File: config.mk
export PLATFORM = sky130hd
export DESIGN_NAME = clk_prescale_prog_flat
export DESIGN_NICKNAME = d
export VERILOG_FILES = /design/src/rtl/clk_prescale_prog_if.sv /design/src/rtl/clk_prescale_prog.sv /design/src/flat_wrapper.sv
export SDC_FILE = /design/constraint.sdc
export NUM_CORES = 1
export LEC_CHECK = 0
export ABC_CLOCK_PERIOD_IN_PS = 3000
export CAP_MARGIN = 10
export CORE_UTILIZATION = 35
export DETAILED_ROUTE_END_ITERATION = 16
export GPL_TIMING_DRIVEN = 1
export PLACE_DENSITY_LB_ADDON = 0.05
export REMOVE_ABC_BUFFERS = 1
export SLEW_MARGIN = 20
export SYNTH_ARGS = -nofsm -noshare
export SYNTH_HDL_FRONTEND = slang
export SYNTH_SLANG_ARGS = --single-unit
File: constraint.sdc
create_clock -name clk -period 3 [get_ports clk]
set_input_delay 0.3 -clock clk [delete_from_list [all_inputs] [get_ports clk]]
set_output_delay 0.3 -clock clk [all_outputs]
set_load 0.05 [all_outputs]
File: src/rtl/clk_prescale_prog_if.sv
// -----------------------------------------------------------------------------
// clk_prescale_prog_if
// Groups the control and status signals of the programmable clock prescaler.
//   enable       master -> slave  run request, level-sensitive
//   half_period  master -> slave  new half-period count H (CNT_W bits)
//   load         master -> slave  1-cycle request to capture half_period
//   load_ack     slave -> master  1-cycle pulse when a loaded H becomes active
//   clk_out      slave -> master  divided clock, 50% duty, registered
//   rise_stb     slave -> master  high in the cycle clk_out goes 0->1
//   fall_stb     slave -> master  high in the cycle clk_out goes 1->0
//   active       slave -> master  1 while the divider is running
// -----------------------------------------------------------------------------
interface clk_prescale_prog_if #(
    parameter int CNT_W = 8
);
    logic             enable;
    logic [CNT_W-1:0] half_period;
    logic             load;
    logic             load_ack;
    logic             clk_out;
    logic             rise_stb;
    logic             fall_stb;
    logic             active;

    modport master (
        output enable, half_period, load,
        input  load_ack, clk_out, rise_stb, fall_stb, active
    );

    modport slave (
        input  enable, half_period, load,
        output load_ack, clk_out, rise_stb, fall_stb, active
    );
endinterface

File: src/rtl/clk_prescale_prog.sv
// -----------------------------------------------------------------------------
// clk_prescale_prog
// Runtime-programmable clock prescaler: divides clk by 2*(H+1). A period is a
// low phase of H+1 clks followed by a high phase of H+1 clks and ends at the
// 1->0 toggle. New H values are only applied at that boundary (or right away
// while stopped), so clk_out never glitches. Rise/fall strobes let downstream
// logic stay on clk.
// Ports:
//   clk      master clock, all logic on posedge
//   reset_n  asynchronous reset, active low
//   bus      clk_prescale_prog_if.slave (enable, half_period, load in;
//            load_ack, clk_out, rise_stb, fall_stb, active out)
// -----------------------------------------------------------------------------
module clk_prescale_prog #(
    parameter int CNT_W        = 8,
    parameter int DEFAULT_HALF = 9
) (
    input  logic               clk,
    input  logic               reset_n,
    clk_prescale_prog_if.slave bus
);

    // IDLE: stopped. RUN: counting normally. DRAIN: enable dropped during the
    // high phase; finish that phase, do the falling toggle, then stop.
    typedef enum logic [1:0] {ST_IDLE, ST_RUN, ST_DRAIN} state_e;

    state_e           state_q, state_d;
    logic [CNT_W-1:0] cnt_q, cnt_d;
    logic [CNT_W-1:0] h_cur_q, h_cur_d;
    logic [CNT_W-1:0] pend_q, pend_d;
    logic             pend_vld_q, pend_vld_d;
    logic             clk_out_q, clk_out_d;
    logic             rise_q, rise_d;
    logic             fall_q, fall_d;
    logic             ack_q, ack_d;

    logic terminal;
    logic toggle;
    logic apply;

    always_comb begin
        // NOTE: every signal written here gets a default first, so no path
        // through the case statement can leave a latch behind.
        state_d    = state_q;
        cnt_d      = cnt_q;
        h_cur_d    = h_cur_q;
        pend_d     = pend_q;
        pend_vld_d = pend_vld_q;
        clk_out_d  = clk_out_q;
        rise_d     = 1'b0;
        fall_d     = 1'b0;
        ack_d      = 1'b0;
        toggle     = 1'b0;
        apply      = 1'b0;
        terminal   = (cnt_q == h_cur_q);

        case (state_q)
            ST_IDLE: begin
                cnt_d     = '0;
                clk_out_d = 1'b0;
                // While stopped a pending H takes effect one cycle after load.
                apply     = pend_vld_q;
                if (bus.enable) state_d = ST_RUN;
            end
            ST_RUN: begin
                if (!clk_out_q && !bus.enable) begin
                    // Stop in the low phase: clk_out is already 0, no strobe.
                    state_d = ST_IDLE;
                    cnt_d   = '0;
                end else begin
                    if (clk_out_q && !bus.enable) state_d = ST_DRAIN;
                    if (terminal) toggle = 1'b1;
                    else          cnt_d  = cnt_q + CNT_W'(1);
                end
            end
            ST_DRAIN: begin
                // Enable is ignored here; the drain always completes.
                if (terminal) toggle = 1'b1;
                else          cnt_d  = cnt_q + CNT_W'(1);
            end
            default: state_d = ST_IDLE;
        endcase

        if (toggle) begin
            cnt_d     = '0;
            clk_out_d = ~clk_out_q;
            rise_d    = ~clk_out_q;
            fall_d    = clk_out_q;
            if (clk_out_q) begin
                // Period boundary: the only point where a running divider may
                // change H, and the point where a drain finally stops.
                apply = pend_vld_q;
                if (state_d == ST_DRAIN) state_d = ST_IDLE;
            end
        end

        // Apply first, then capture: a load coinciding with an apply leaves
        // the new value pending for the next boundary.
        if (apply) begin
            h_cur_d    = pend_q;
            pend_vld_d = 1'b0;
            ack_d      = 1'b1;
        end
        if (bus.load) begin
            pend_d     = bus.half_period;
            pend_vld_d = 1'b1;
        end
    end

    // NOTE: sequential state uses non-blocking assignments so every register
    // samples the pre-edge values regardless of statement order. All registers
    // are reset, including pend_q, so the block comes up fully deterministic.
    always_ff @(posedge clk or negedge reset_n) begin
        if (!reset_n) begin
            state_q    <= ST_IDLE;
            cnt_q      <= '0;
            h_cur_q    <= CNT_W'(DEFAULT_HALF);
            pend_q     <= '0;
            pend_vld_q <= 1'b0;
            clk_out_q  <= 1'b0;
            rise_q     <= 1'b0;
            fall_q     <= 1'b0;
            ack_q      <= 1'b0;
        end else begin
            state_q    <= state_d;
            cnt_q      <= cnt_d;
            h_cur_q    <= h_cur_d;
            pend_q     <= pend_d;
            pend_vld_q <= pend_vld_d;
            clk_out_q  <= clk_out_d;
            rise_q     <= rise_d;
            fall_q     <= fall_d;
            ack_q      <= ack_d;
        end
    end

    assign bus.clk_out  = clk_out_q;
    assign bus.rise_stb = rise_q;
    assign bus.fall_stb = fall_q;
    assign bus.load_ack = ack_q;
    assign bus.active   = (state_q != ST_IDLE);

endmodule
File: src/flat_wrapper.sv
// flat-port wrapper written by rule: the top's interface ports become plain ports
module clk_prescale_prog_flat 
#(
    parameter int CNT_W        = 8,
    parameter int DEFAULT_HALF = 9
)
  (clk, reset_n, bus_enable, bus_half_period, bus_load, bus_load_ack, bus_clk_out, bus_rise_stb, bus_fall_stb, bus_active);
  clk_prescale_prog_if #(.CNT_W(CNT_W)) bus_i ();
  input  logic clk;
  input  logic reset_n;
  input wire logic [$bits(bus_i.enable)-1:0] bus_enable;
  input wire logic [$bits(bus_i.half_period)-1:0] bus_half_period;
  input wire logic [$bits(bus_i.load)-1:0] bus_load;
  output wire logic [$bits(bus_i.load_ack)-1:0] bus_load_ack;
  output wire logic [$bits(bus_i.clk_out)-1:0] bus_clk_out;
  output wire logic [$bits(bus_i.rise_stb)-1:0] bus_rise_stb;
  output wire logic [$bits(bus_i.fall_stb)-1:0] bus_fall_stb;
  output wire logic [$bits(bus_i.active)-1:0] bus_active;
  assign bus_i.enable = bus_enable;
  assign bus_i.half_period = bus_half_period;
  assign bus_i.load = bus_load;
  assign bus_load_ack = bus_i.load_ack;
  assign bus_clk_out = bus_i.clk_out;
  assign bus_rise_stb = bus_i.rise_stb;
  assign bus_fall_stb = bus_i.fall_stb;
  assign bus_active = bus_i.active;
  clk_prescale_prog #(.CNT_W(CNT_W), .DEFAULT_HALF(DEFAULT_HALF)) u_core (.clk(clk), .reset_n(reset_n), .bus(bus_i));
endmodule
# == Word level (Yosys, flattened, before mapping) ==
# Index checks and enable logic that the tools add are counted.
# word_totals
out_inout_bits,5
wordCells,48
in_bits,12
regBits,31
# classes
mux,24
n_bitwise,1
eq_ne,4
addsub,1
n_reduce_logical,9
# op_table
op,count
8-bit two-way mux,3
8-bit case mux with 3 select lines,1
1-bit two-way mux,12
2-bit two-way mux,6
8-bit by 1-bit adder with 8-bit output (second input constant),1
8-bit == test,1
2-bit case mux with 3 select lines,1
2-bit nonzero test,3
2-bit == test (second input constant),2
4-bit nonzero test,1
2-bit by 1-bit == test with 1-bit output (second input constant),1
1-bit logical AND,2
1-bit zero test,2
2-bit zero test,1
1-bit case mux with 2 select lines,1
1-bit inverter,1

# == Depth between registers and ports, before layout ==
# Gate-level depths: netlist of run 1.
# depth
depth_word,9
mapped_depth,7
depth_no_buf,7

# == Worst setup path after synthesis of run 1 ==
# No wires, ideal clock.
# synth_timing
path_kind,register -> register
start,reg u_core.state_q[0]
end,reg u_core.h_cur_q[1]
period_less_slack_ns,2.025
setup_ns,0.125
t_required_ns,2.875
path_stages_with_launch,8
arrival_ns,1.900
path_buffers,0
slack_ns,0.975
path_cell_list,dfrtp_1 > inv_1 > ha_1 > or2_1 > and3_1 > and3_4 > o21ai_4 > mux2_4
# synth_between
elab_chain_cells,4
word_cells_on_any_way,7
cone_classes,2 x eq/ne; 4 x mux; 1 x reduce/logical
# synth_rtl
item,line_no,rtl
from (decl),clk_prescale_prog.sv:27,"state_e state_q, state_d;"
from (signal assigned),clk_prescale_prog.sv:125,state_q <= state_d;
2-bit zero test,clk_prescale_prog.sv:57,case (state_q)
1-bit two-way mux,clk_prescale_prog.sv:57,
1-bit two-way mux,clk_prescale_prog.sv:89,if (clk_out_q) begin
1-bit two-way mux (*),clk_prescale_prog.sv:84,if (toggle) begin
to (signal assigned),clk_prescale_prog.sv:117,h_cur_q <= CNT_W'(DEFAULT_HALF);
to (signal assigned),clk_prescale_prog.sv:127,h_cur_q <= h_cur_d;
to (decl),clk_prescale_prog.sv:29,"logic [CNT_W-1:0] h_cur_q, h_cur_d;"
# Every way passes the cells marked *; elsewhere a longest branch is shown, timed or not.
# A chain may end at the register's enable or synchronous reset.

# == Worst setup path after layout of run 1 ==
# layout_timing
start,reg u_core.state_q[1]
end,out bus_active
# layout_between
elab_chain_cells,1
# layout_rtl
item,line_no,rtl
2-bit nonzero test,clk_prescale_prog.sv:141,assign bus.active = (state_q != ST_IDLE);
to (decl),flat_wrapper.sv:18,output wire logic [$bits(bus_i.active)-1:0] bus_active;
# Every way passes these cells.

==> results of run 1 <==
[registers in the layout, indices dropped and copies added (netlist names)]
name and cells:
u_core.h_cur_q 8, u_core.cnt_q 8, u_core.bus.load_ack 1, u_core.pend_vld_q 1, u_core.bus.clk_out 1, u_core.bus.fall_stb 1, u_core.state_q 2, u_core.bus.rise_stb 1
u_core.pend_q 8
[metal layers]
metal  up-vias  wire length [um]  track usage, %
li1        479                 -               -
met1       480              1319           18.59
met2        17              1285           21.16
met3         5                96           6.250
met4         0                40           6.383
met5         -                 0               0
[placed cells by master, fill, tap and decap left out, types with 4 or more instances in the layout]
cell type,instances
dfrtp_1,29
xor2_1,10
clkdlybuf4s50_1,16
o21ai_0,5
mux2_2,8
mux2_4,8
nand3_1,4
nor2_1,6
ha_1,6
inv_1,6
clkbuf_8,5
nand2_1,7
[worst max-delay path by stage]
stage / from / end / slack (ns) / depth (start not counted)
6_report: u_core.state_q[1]$_DFF_PN0_ / bus_active / 0.65 / 4
5_1_grt: u_core.state_q[1]$_DFF_PN0_ / bus_active / 0.52 / 4
4_1_cts: u_core.state_q[1]$_DFF_PN0_ / bus_active / 0.64 / 4
3_5_place_dp: u_core.state_q[1]$_DFF_PN0_ / u_core.h_cur_q[7]$_DFFE_PN0P_ / 0.80 / 7
3_3_place_gp: u_core.state_q[1]$_DFF_PN0_ / u_core.h_cur_q[7]$_DFFE_PN0P_ / 0.85 / 7
2_1_floorplan: u_core.state_q[0]$_DFF_PN0_ / u_core.h_cur_q[1]$_DFFE_PN0P_ / 0.97 / 7
[cell type report]
cell class | count | area share [%]
Sequential cell | 31 | 42.87
Multi-Input combinational cell | 84 | 38.53
Timing Repair Buffer | 17 | 9.235
Clock inverter | 2 | 0.6892
Tap cell | 50 | 3.446
Inverter | 6 | 1.241
Clock buffer | 6 | 3.997
[per-stage QoR]
| stage | setup slack [ns] | cell area, um2 | power (mW) |
|---|---|---|---|
| finish | 0.6503 | 1815 | 1.424 |
| global route | 0.5237 | 1815 | 1.523 |
| CTS | 0.6381 | 1815 | 1.443 |
| detailed placement | 0.8004 | 1730 | 1.116 |
| global placement | 0.8484 | 1730 | 1.097 |
| floorplan | 0.9747 | 1500 | 0.9843 |
[cell families (layout without fill, tap and decap cells)]
| family | after synthesis | count (layout) |
|---|---|---|
| buffers and inverters | 8 | 31 |
| flip-flops | 31 | 31 |
| AND/OR/NAND/NOR | 30 | 30 |
| AO/OA/AOI/OAI | 21 | 21 |
| adder cells (fa/ha/maj) | 6 | 6 |
| multiplexers | 16 | 16 |
| XOR/XNOR | 11 | 11 |
[power by group]
group          total, mW  internal, mW  switching (mW)
combinational      0.498         0.252           0.246
clock              0.321         0.162           0.159
sequential         0.605         0.522          0.0825
total               1.42         0.936           0.487
[worst max-delay path, delay by kind of cell (launching register included)]
family                   cells  cell delay (ns)
buffers and inverters        3             1.03
flip-flops                   1             0.45
adder cells (fa/ha/maj)      1             0.28
==> run summary, run 1 <==
# fillers: 371
Largest net degree at the start of global routing: 32
I/O pin total: 17
Area of the multi-input gates: 699.4 um2
Crit path required time: 2.70 ns
Static leakage: 0.7898 nW
Post-CTS Setup Inserts: 0
CP max stage delay: 0.81 ns
Top post-synthesis cells by count: dfrtp_1, xor2_1, mux2_2, mux2_4, nand2_1
Most frequent CP cell: inv_1
Vias in the first global route: 985
Full die area: 4574 um2
DRC Markers: 0
Final setup fails: 0
Hold Crit Class: in -> async
# H-tree levels: 2
Post-DR vias/cell: 5.005
Final Hold Vio Count: 0
Synth Area in Simple Gates: 11.20%
Worst clock skew: 0.003649 ns
Tmin final: 2.350 ns
Hold-fix buffers, CTS: 0
Mux contribution to synthesized area: 13.94%
Final Util: 44.74%
Fin. max-slew vios: 0
Xor/xnor cell area share of the yosys netlist: 6.390%
Compound-Gate Fraction of Synth Area: 9.876%
Register area share after synthesis: 51.62%
Routed Antenna Nets: 0
Slew @ Worst Pin: 0.8609 ns
Max-cap violations: 0
Max Root-Sink Buffers: 2
Most frequent cell after synthesis: dfrtp_1
Post-DP HPWL: 1.979 mm
Diode count: 0
Status: finished clean
Worst R2R Setup Slack: 0.78 ns
Critical path arrival: 2.05 ns
CP max FO: 6
Gates resized, CTS repair: 0
Cell taking the most area after synthesis: dfrtp_1
Synthesized flop and latch total: 31
Ys async rst share: 100.0%
Ratio of cells with drive above 1 in the final layout: 21.23%
Crit share post-route: 78.32%
Synth top area cells: dfrtp_1, mux2_4, mux2_2
Max VDD drop: 0.4224 mV
Tot GR Track Use: 14.57%
CTS Buf Count: 5
1st-pass router iterations: 4
Worst-Skew Late Latency: 0.28 ns
CTS Sinks: 31
Die width: 67.64 um
Setup TNS: 0 ns
Placer Congestion: 0.7422
Post-synthesis adder-cell area fraction: 4.979%
Syn avg cell area: 12.26 um2
Gate count of the mapped netlist: 123
Unique cell type count in the Yosys netlist: 34
TritonCTS clock tree: done
CP max stage cell: clkdlybuf4s50_1
Placed cells: 188
Synthesized area: 1508 um2
Area growth syn-to-layout: 20.41%
Starting density of the core: 37.16%
Main combinational cell family by area after synthesis: multiplexers
Clock tree root driver cell: clkbuf_8
PortBufs: 16
Share of the synthesized area in the top cell type: 48.13%
Finished Layout Cells: 196
CP Capture Type: output port
Worst r2r dst: u_core.h_cur_q[7]$_DFFE_PN0P_
FF-to-FF Start: u_core.state_q[1]$_DFF_PN0_
Register Area: 778.2 um2
Synth warn: 0
Routed Wire Length: 2.743 mm
Worst path cell trace: inv_1 -> ha_1 -> inv_1 -> clkdlybuf4s50_1
Power Dens Cells: 784.2 nW/um2
Setup CP Type: reg -> out
Number of synthesized flops with an enable pin: 0
Nets: 163
Relative slew slack: 41.88%
Synth Flop Type: dfrtp_1
WL per Instance: 13.99 um
FMAX: 0.4256 GHz
Hold slack: 0.4077 ns
Core area: 4058 um2
# rows: 23
Clock transition at path regs: 0.06 ns
Reg2Reg Depth: 7
Vias: 981
Total gr overflow: 0
Initial DRC count: 79
Global-route wire length before repair: 4.698 mm
Type of origin of the critical path: register
Die Y: 67.64 um
Antenna violations before repair: 0
RSZ-0062 raised after global routing: no
(Power assumes the default switching activity.)
==> inputs of run 2 (changes only) <==
--- a/config.mk
+++ b/config.mk
@@ -5,7 +5,7 @@
 export SDC_FILE = /design/constraint.sdc
 export NUM_CORES = 1
 export LEC_CHECK = 0
-export ABC_CLOCK_PERIOD_IN_PS = 3000
+export ABC_CLOCK_PERIOD_IN_PS = 2000
 export CAP_MARGIN = 10
 export CORE_UTILIZATION = 35
 export DETAILED_ROUTE_END_ITERATION = 16
==> constraint.sdc (replaced) <==
create_clock -name clk -period 2 [get_ports clk]
set_input_delay 0.2 -clock clk [delete_from_list [all_inputs] [get_ports clk]]
set_output_delay 0.2 -clock clk [all_outputs]
set_load 0.05 [all_outputs]
==> run 2 against run 1 <==
The flow now finishes with violations (setup timing). Clock-buffer cell count increased by 1. Combinational power increased by 94%. Worst hold slack got worse by 0.097 ns. Power increased by 69%. Routed wire length increased by 7.9%. Clock power increased by 70%. Sequential cell count unchanged. Final cell count increased by 7.7%. Highest routed layer unchanged.
==> run summary, run 2 (same netlist as run 1, synthesis figures left out) <==
Status: complete, but fails checks (was finished clean)
CP max stage delay: 0.41 ns (was 0.81 ns)
Total gr overflow: 0 (unchanged)
Commonest non-fill, non-tap cell in the layout: dfrtp_1 (unchanged)
Vias in the first global route: 1,047 (was 985)
Flop pwr share: 37.1% (was 42.5%)
Register Area: 778.2 um2 (unchanged)
Max-cap violations: 0 (unchanged)
Fin. max-slew vios: 0 (unchanged)
I/O pin total: 17 (unchanged)
Antenna violations before repair: 0 (unchanged)
Relative slew slack: 66.63% (was 41.88%)
Max Root-Sink Buffers: 2 (unchanged)
Clock tree root driver cell: clkbuf_8 (unchanged)
Worst r2r dst: u_core.h_cur_q[4]$_DFFE_PN0P_ (was u_core.h_cur_q[7]$_DFFE_PN0P_)
Critical Path End: u_core.h_cur_q[4]$_DFFE_PN0P_ (was bus_active)
Setup TNS: -0.1698 ns (was 0 ns)
CTS Sinks: 31 (unchanged)
Worst clock skew: 0.009806 ns (was 0.003649 ns)
Hold-fix buffers, CTS: 0 (unchanged)
Critical path arrival: 2.22 ns (was 2.05 ns)
Hold Crit Class: in -> async (unchanged)
Clock transition at path regs: 0.07 ns (was 0.06 ns)
Initial DRC count: 50 (was 79)
FMAX: 0.4885 GHz
# H-tree levels: 2 (unchanged)
Global-route wire length before repair: 4.899 mm (was 4.698 mm)
Failing checks: setup timing
Die width: 67.64 um (unchanged)
Worst R2R Setup Slack: -0.05 ns (was 0.78 ns)
CP Capture Type: register (was output port)
Final setup margin: -0.04689 ns (was 0.6503 ns)
Crit path from: u_core.state_q[0]$_DFF_PN0_ (was u_core.state_q[1]$_DFF_PN0_)
Hold slack: 0.3112 ns (was 0.4077 ns)
RSZ-0062 raised after global routing: yes (was no)
Vias: 1,024 (was 981)
Largest net degree at the start of global routing: 32 (unchanged)
Slew @ Worst Pin: 0.4943 ns (was 0.8609 ns)
Full die area: 4574 um2 (unchanged)
CP max stage cell: dfrtp_1 (was clkdlybuf4s50_1)
Largest registers: u_core.cnt_q: 8 flops, u_core.h_cur_q: 8 flops, u_core.pend_q: 8 flops (unchanged)
Routed Wire Length: 2.959 mm (was 2.743 mm)
Diode count: 0 (unchanged)
Part of the power in the clock network: 22.7% (was 22.5%)
Starting density of the core: 37.16% (unchanged)
Final setup fails: 8 (was 0)
CTS Buf Count: 5 (unchanged)
Routed Antenna Nets: 0 (unchanged)
Ratio of cells with drive above 1 in the final layout: 33.54% (was 21.23%)
Switch share: 32.36% (was 34.23%)
# rows: 23 (unchanged)
CP max FO: 4 (was 6)
Reg2Reg Depth: 8 (was 7)
Area of the multi-input gates: 721.9 um2 (was 699.4 um2)
Tot GR Track Use: 15.46% (was 14.57%)
Post-DP HPWL: 2.114 mm (was 1.979 mm)
Area growth syn-to-layout: 32.45% (was 20.41%)
PortBufs: 16 (unchanged)
# fillers: 363 (was 371)
Setup CP Type: reg -> reg (was reg -> out)
Nets: 178 (was 163)
Core area: 4058 um2 (unchanged)
Crit share post-route: 102.3%
Max VDD drop: 0.6369 mV (was 0.4224 mV)
Pint: 1.629 mW (was 0.9364 mW)
1st-pass router iterations: 4 (unchanged)
Crit path required time: 2.17 ns (was 2.70 ns)
Power Dens Cells: 1206 nW/um2 (was 784.2 nW/um2)
Worst path cell trace: inv_2 -> ha_4 -> or2_4 -> and3_4 -> and3_4 -> o21ai_4 -> clkbuf_16 -> mux2_4 (was inv_1 -> ha_1 -> inv_1 -> clkdlybuf4s50_1)
Switching power: 0.7796 mW (was 0.4873 mW)
Final Hold Vio Count: 0 (unchanged)
FF-to-FF Start: u_core.state_q[0]$_DFF_PN0_ (was u_core.state_q[1]$_DFF_PN0_)
Commonest non-fill, non-tap cells in the layout: dfrtp_1, clkdlybuf4s50_1, buf_4 (was dfrtp_1, clkdlybuf4s50_1, xor2_1)
DRC Markers: 0 (unchanged)
Die Y: 67.64 um (unchanged)
Placer Congestion: 0.8012 (was 0.7422)
TritonCTS clock tree: done (unchanged)
Comb pwr share: 40.2% (was 35.0%)
Post-DR vias/cell: 4.853 (was 5.005)
Static leakage: 0.8870 nW (was 0.7898 nW)
WL per Instance: 14.02 um (was 13.99 um)
Tmin final: 2.047 ns
Worst-Skew Late Latency: 0.28 ns (about the same)
Type of origin of the critical path: register (unchanged)
Most frequent CP cell: and3_4 (was inv_1)
## run 2: changes by cell type in the layout (fill, tap and decap cells not counted), sizes merged
cell | previous run | this run
clkinv | 1 | 0
buf | 1 | 16
clkdlybuf4s50 | 16 | 15
clkbuf | 6 | 8
## run 2: power groups by stage
stage               combinational, mW  sequential (mW)  clock [mW]
floorplan                       0.562            0.914           0
global placement                0.856            0.899           0
detailed placement              0.875            0.905           0
CTS                             0.894            0.890       0.565
global route                     1.05            0.918       0.598
finish                          0.967            0.894       0.547
## run 2: layout make-up
class,instances,area share (%)
clock buffer,7,4.825
clock inverter,1,0.3759
tap,50,3.133
multi-input combinational,84,36.15
timing repair buffer,32,15.41
inverter,6,1.128
sequential,31,38.97
## run 2: worst min path at each step
| stage | from | to | slack [ns] | cells past startpoint |
|---|---|---|---|---|
| floorplan | reset_n | u_core.bus.clk_out$_DFFE_PN0P_ | -0.1 | 0 |
| global placement | u_core.pend_q[2]$_DFFE_PN0P_ | u_core.h_cur_q[2]$_DFFE_PN0P_ | 0.49 | 1 |
| global route | reset_n | u_core.bus.fall_stb$_DFF_PN0_ | 0.35 | 2 |
| detailed placement | u_core.pend_q[3]$_DFFE_PN0P_ | u_core.h_cur_q[3]$_DFFE_PN1P_ | 0.49 | 1 |
| CTS | reset_n | u_core.cnt_q[2]$_DFFE_PN0P_ | 0.33 | 2 |
| finish | reset_n | u_core.cnt_q[2]$_DFFE_PN0P_ | 0.31 | 2 |
## run 2: worst max-delay path, delay by kind of cell, from the launching register on
family          cells  cell delay [ns]
simple gates        3             0.62
flops               1             0.41
mux                 1             0.28
buf+inv             2             0.26
compound gates      1             0.21
fa+ha+maj           1             0.16
## run 2: through the flow
stage	worst slack [ns]	instance area [um2]	utilization [%]	total power, mW	cells
floorplan	-0.02525	1500	-	1.477	121
global placement	0.05767	1831	45.11	1.755	200
detailed placement	-0.007101	1831	45.11	1.780	200
CTS	0.01729	1942	47.86	2.349	209
global route	-0.1049	1997	49.21	2.561	211
finish	-0.04689	1997	49.21	2.409	211
## run 2: timing repair
item / CTS / global route
buffers inserted: 1 / 1
endpoints found under the setup margin: 6 / 9
pin swaps: 0 / 2
resized for setup: 0 / 7
cloned: 0 / 1
## run 2: metal layers
layer / up-vias / GRT usage [%] / wire length (um)
li1: 510 / - / -
met1: 487 / 18.64 / 1380
met2: 20 / 24.01 / 1400
met3: 7 / 4.054 / 102
met4: 0 / 10.37 / 76
met5: - / 0 / 0
==> inputs of run 3 (changes only) <==
--- a/config.mk
+++ b/config.mk
@@ -7,6 +7,7 @@
 export LEC_CHECK = 0
 export ABC_CLOCK_PERIOD_IN_PS = 2000
 export CAP_MARGIN = 10
+export CORE_MARGIN = 2
 export CORE_UTILIZATION = 35
 export DETAILED_ROUTE_END_ITERATION = 16
 export GPL_TIMING_DRIVEN = 1
==> run 3 against run 2 <==
The flow still finishes with violations (setup timing). Critical path type unchanged. Clock skew shrank 0.0054 ns. Highest routed layer unchanged. Die area grew 6.0%. Routed wire length shrank 7.3%. Sequential cell count is the same. Non-clock buffer count shrank 2. Global-route usage shrank 2.5 points. Design area shrank 3.7%. Via count grew 0.49%.
==> run summary, run 3 (same netlist as run 1, synthesis figures left out) <==
# H-tree levels: 2 (unchanged)
Die Y: 69.64 um (was 67.64 um)
Global-route wire length before repair: 4.988 mm (was 4.899 mm)
Worst R2R Setup Slack: -0.003 ns (was -0.05 ns)
Diode count: 0 (unchanged)
Max-cap violations: 0 (unchanged)
Power Dens Cells: 1168 nW/um2 (was 1206 nW/um2)
Tot GR Track Use: 12.97% (was 15.46%)
TritonCTS clock tree: done (unchanged)
Nets: 176 (was 178)
Final setup margin: -0.003018 ns (was -0.04689 ns)
Hold slack: 0.3181 ns (was 0.3112 ns)
Relative slew slack: 67.15% (was 66.63%)
# rows: 23 (unchanged)
Final Instance Area: 1923 um2 (was 1997 um2)
Hold-fix buffers, CTS: 0 (unchanged)
FMAX: 0.4992 GHz (was 0.4885 GHz)
Total gr overflow: 0 (unchanged)
Tmin final: 2.003 ns (was 2.047 ns)
Failing checks: setup timing (unchanged)
Reg2Reg Depth: 8 (unchanged)
CP Capture Type: register (unchanged)
Routed Antenna Nets: 0 (unchanged)
Post-DP HPWL: 2.025 mm (was 2.114 mm)
Area growth syn-to-layout: 27.55% (was 32.45%)
Vias: 1,029 (was 1,024)
Worst r2r dst: u_core.h_cur_q[1]$_DFFE_PN0P_ (was u_core.h_cur_q[4]$_DFFE_PN0P_)
DP Area: 1831 um2 (unchanged)
Final Hold Vio Count: 0 (unchanged)
FF-to-FF Start: u_core.state_q[1]$_DFF_PN0_ (was u_core.state_q[0]$_DFF_PN0_)
DRC Markers: 0 (unchanged)
1st-pass router iterations: 6 (was 4)
Commonest non-fill, non-tap cell in the layout: dfrtp_1 (unchanged)
Max VDD drop: 0.4590 mV (was 0.6369 mV)
CP max FO: 9 (was 4)
Largest net degree at the start of global routing: 32 (unchanged)
Hold Crit Class: in -> async (unchanged)
Vias in the first global route: 1,017 (was 1,047)
Worst clock skew: 0.004428 ns (was 0.009806 ns)
Commonest non-fill, non-tap cells in the layout: dfrtp_1, clkdlybuf4s50_1, buf_4 (unchanged)
Crit path from: u_core.state_q[1]$_DFF_PN0_ (was u_core.state_q[0]$_DFF_PN0_)
Status: complete, but fails checks (unchanged)
Antenna violations before repair: 0 (unchanged)
Ratio of cells with drive above 1 in the final layout: 28.30% (was 33.54%)
Die width: 69.64 um (was 67.64 um)
Routed Wire Length: 2.744 mm (was 2.959 mm)
Max Root-Sink Buffers: 2 (unchanged)
Full die area: 4849 um2 (was 4574 um2)
Final setup fails: 6 (was 8)
I/O pin total: 17 (unchanged)
Starting density of the core: 36.90% (was 37.16%)
CP top delay family: simple AND/OR/NAND/NOR gates (unchanged)
Worst path cell trace: inv_1 -> ha_1 -> or2_1 -> and3_1 -> and3_4 -> o21ai_4 -> buf_12 -> mux2_4 (was inv_2 -> ha_4 -> or2_4 -> and3_4 -> and3_4 -> o21ai_4 -> clkbuf_16 -> mux2_4)
Initial DRC count: 95 (was 50)
Core area: 4086 um2 (was 4058 um2)
RSZ-0062 raised after global routing: yes (unchanged)
Fin. max-slew vios: 0 (unchanged)
Crit path required time: 2.16 ns (was 2.17 ns)
Clock transition at path regs: 0.07 ns (about the same)
PortBufs: 16 (unchanged)
Slew @ Worst Pin: 0.4912 ns (was 0.4943 ns)
CP max stage cell: dfrtp_1 (unchanged)
Critical path arrival: 2.16 ns (was 2.22 ns)
Worst-Skew Late Latency: 0.27 ns (was 0.28 ns)
CP max stage delay: 0.38 ns (was 0.41 ns)
Clock tree root driver cell: clkbuf_8 (unchanged)
Critical Path End: u_core.h_cur_q[1]$_DFFE_PN0P_ (was u_core.h_cur_q[4]$_DFFE_PN0P_)
Type of origin of the critical path: register (unchanged)
Crit share post-route: 100.2% (was 102.3%)
CP bufs+invs: 2 (unchanged)
Cell count along the critical path: 8 (unchanged)
Setup CP Type: reg -> reg (unchanged)
Post-DR vias/cell: 4.923 (was 4.853)
Placer Congestion: 0.7871 (was 0.8012)
Static leakage: 0.8640 nW (was 0.8870 nW)
CTS Buf Count: 5 (unchanged)
Largest registers: u_core.cnt_q: 8 flops, u_core.h_cur_q: 8 flops, u_core.pend_q: 8 flops (unchanged)
WL per Instance: 13.13 um (was 14.02 um)
CTS Sinks: 31 (unchanged)
## run 3: changes by cell type in the layout (fill, tap and decap cells not counted), sizes merged
cell    previous run  this run
buf               16        15
clkbuf             8         6
clkinv             0         1
## run 3: per-layer routing
metal | routed length [um] | GRT usage [%]
met5 | 0 | 0
met4 | 14 | 5.128
met3 | 116 | 3.052
met2 | 1296 | 18.91
met1 | 1317 | 18.58
## run 3: worst min path at each step
stage                                      start                              to  slack [ns]  cells past startpoint
finish                                   reset_n     u_core.state_q[1]$_DFF_PN0_        0.32                      2
global placement    u_core.pend_q[2]$_DFFE_PN0P_   u_core.h_cur_q[2]$_DFFE_PN0P_        0.49                      1
CTS                                      reset_n     u_core.cnt_q[4]$_DFFE_PN0P_        0.33                      2
global route                             reset_n  u_core.bus.clk_out$_DFFE_PN0P_        0.36                      2
floorplan                                reset_n  u_core.bus.clk_out$_DFFE_PN0P_        -0.1                      0
detailed placement  u_core.pend_q[2]$_DFFE_PN0P_   u_core.h_cur_q[2]$_DFFE_PN0P_        0.49                      1
## run 3: area by class of cell
type | count | area (um2)
fillers | 385 | 2163
multi-input cells | 84 | 699.4
repair buffers | 30 | 275.3
inverters | 6 | 22.52
flip-flops and latches | 31 | 778.2
clock buffers | 6 | 72.57
well taps | 50 | 62.56
clock inverters | 2 | 12.51
## run 3: what timing repair did
item / 4_1_cts / 5_1_grt
buffers inserted: 0 / 1
endpoints found under the setup margin: 0 / 9
gates resized for setup: 0 / 1
## run 3: worst register-to-register path, stage by stage (launching register included)
cell	delay, ns
dfrtp_1	0.38
inv_1	0.08
ha_1	0.19
or2_1	0.26
and3_1	0.19
and3_4	0.20
o21ai_4	0.14
buf_12	0.15
mux2_4	0.29
## run 3: power breakdown
| group | switching (mW) | leakage (nW) | internal [mW] |
|---|---|---|---|
| combinational | 0.402 | 0.436 | 0.480 |
| sequential | 0.106 | 0.387 | 0.783 |
| clock | 0.233 | 0.0412 | 0.243 |
## run 3: through the flow
step / TNS, ns / power, mW / util (%) / std cells / worst slack [ns]
floorplan: -0.1515 / 1.477 / - / 121 / -0.02525
global placement: 0 / 1.756 / 44.79 / 200 / 0.04154
detailed placement: 0 / 1.774 / 44.79 / 200 / 0.02415
CTS: 0 / 2.263 / 46.88 / 208 / 0.01108
global route: -0.4220 / 2.416 / 47.06 / 209 / -0.06857
finish: -0.01225 / 2.246 / 47.06 / 209 / -0.003018
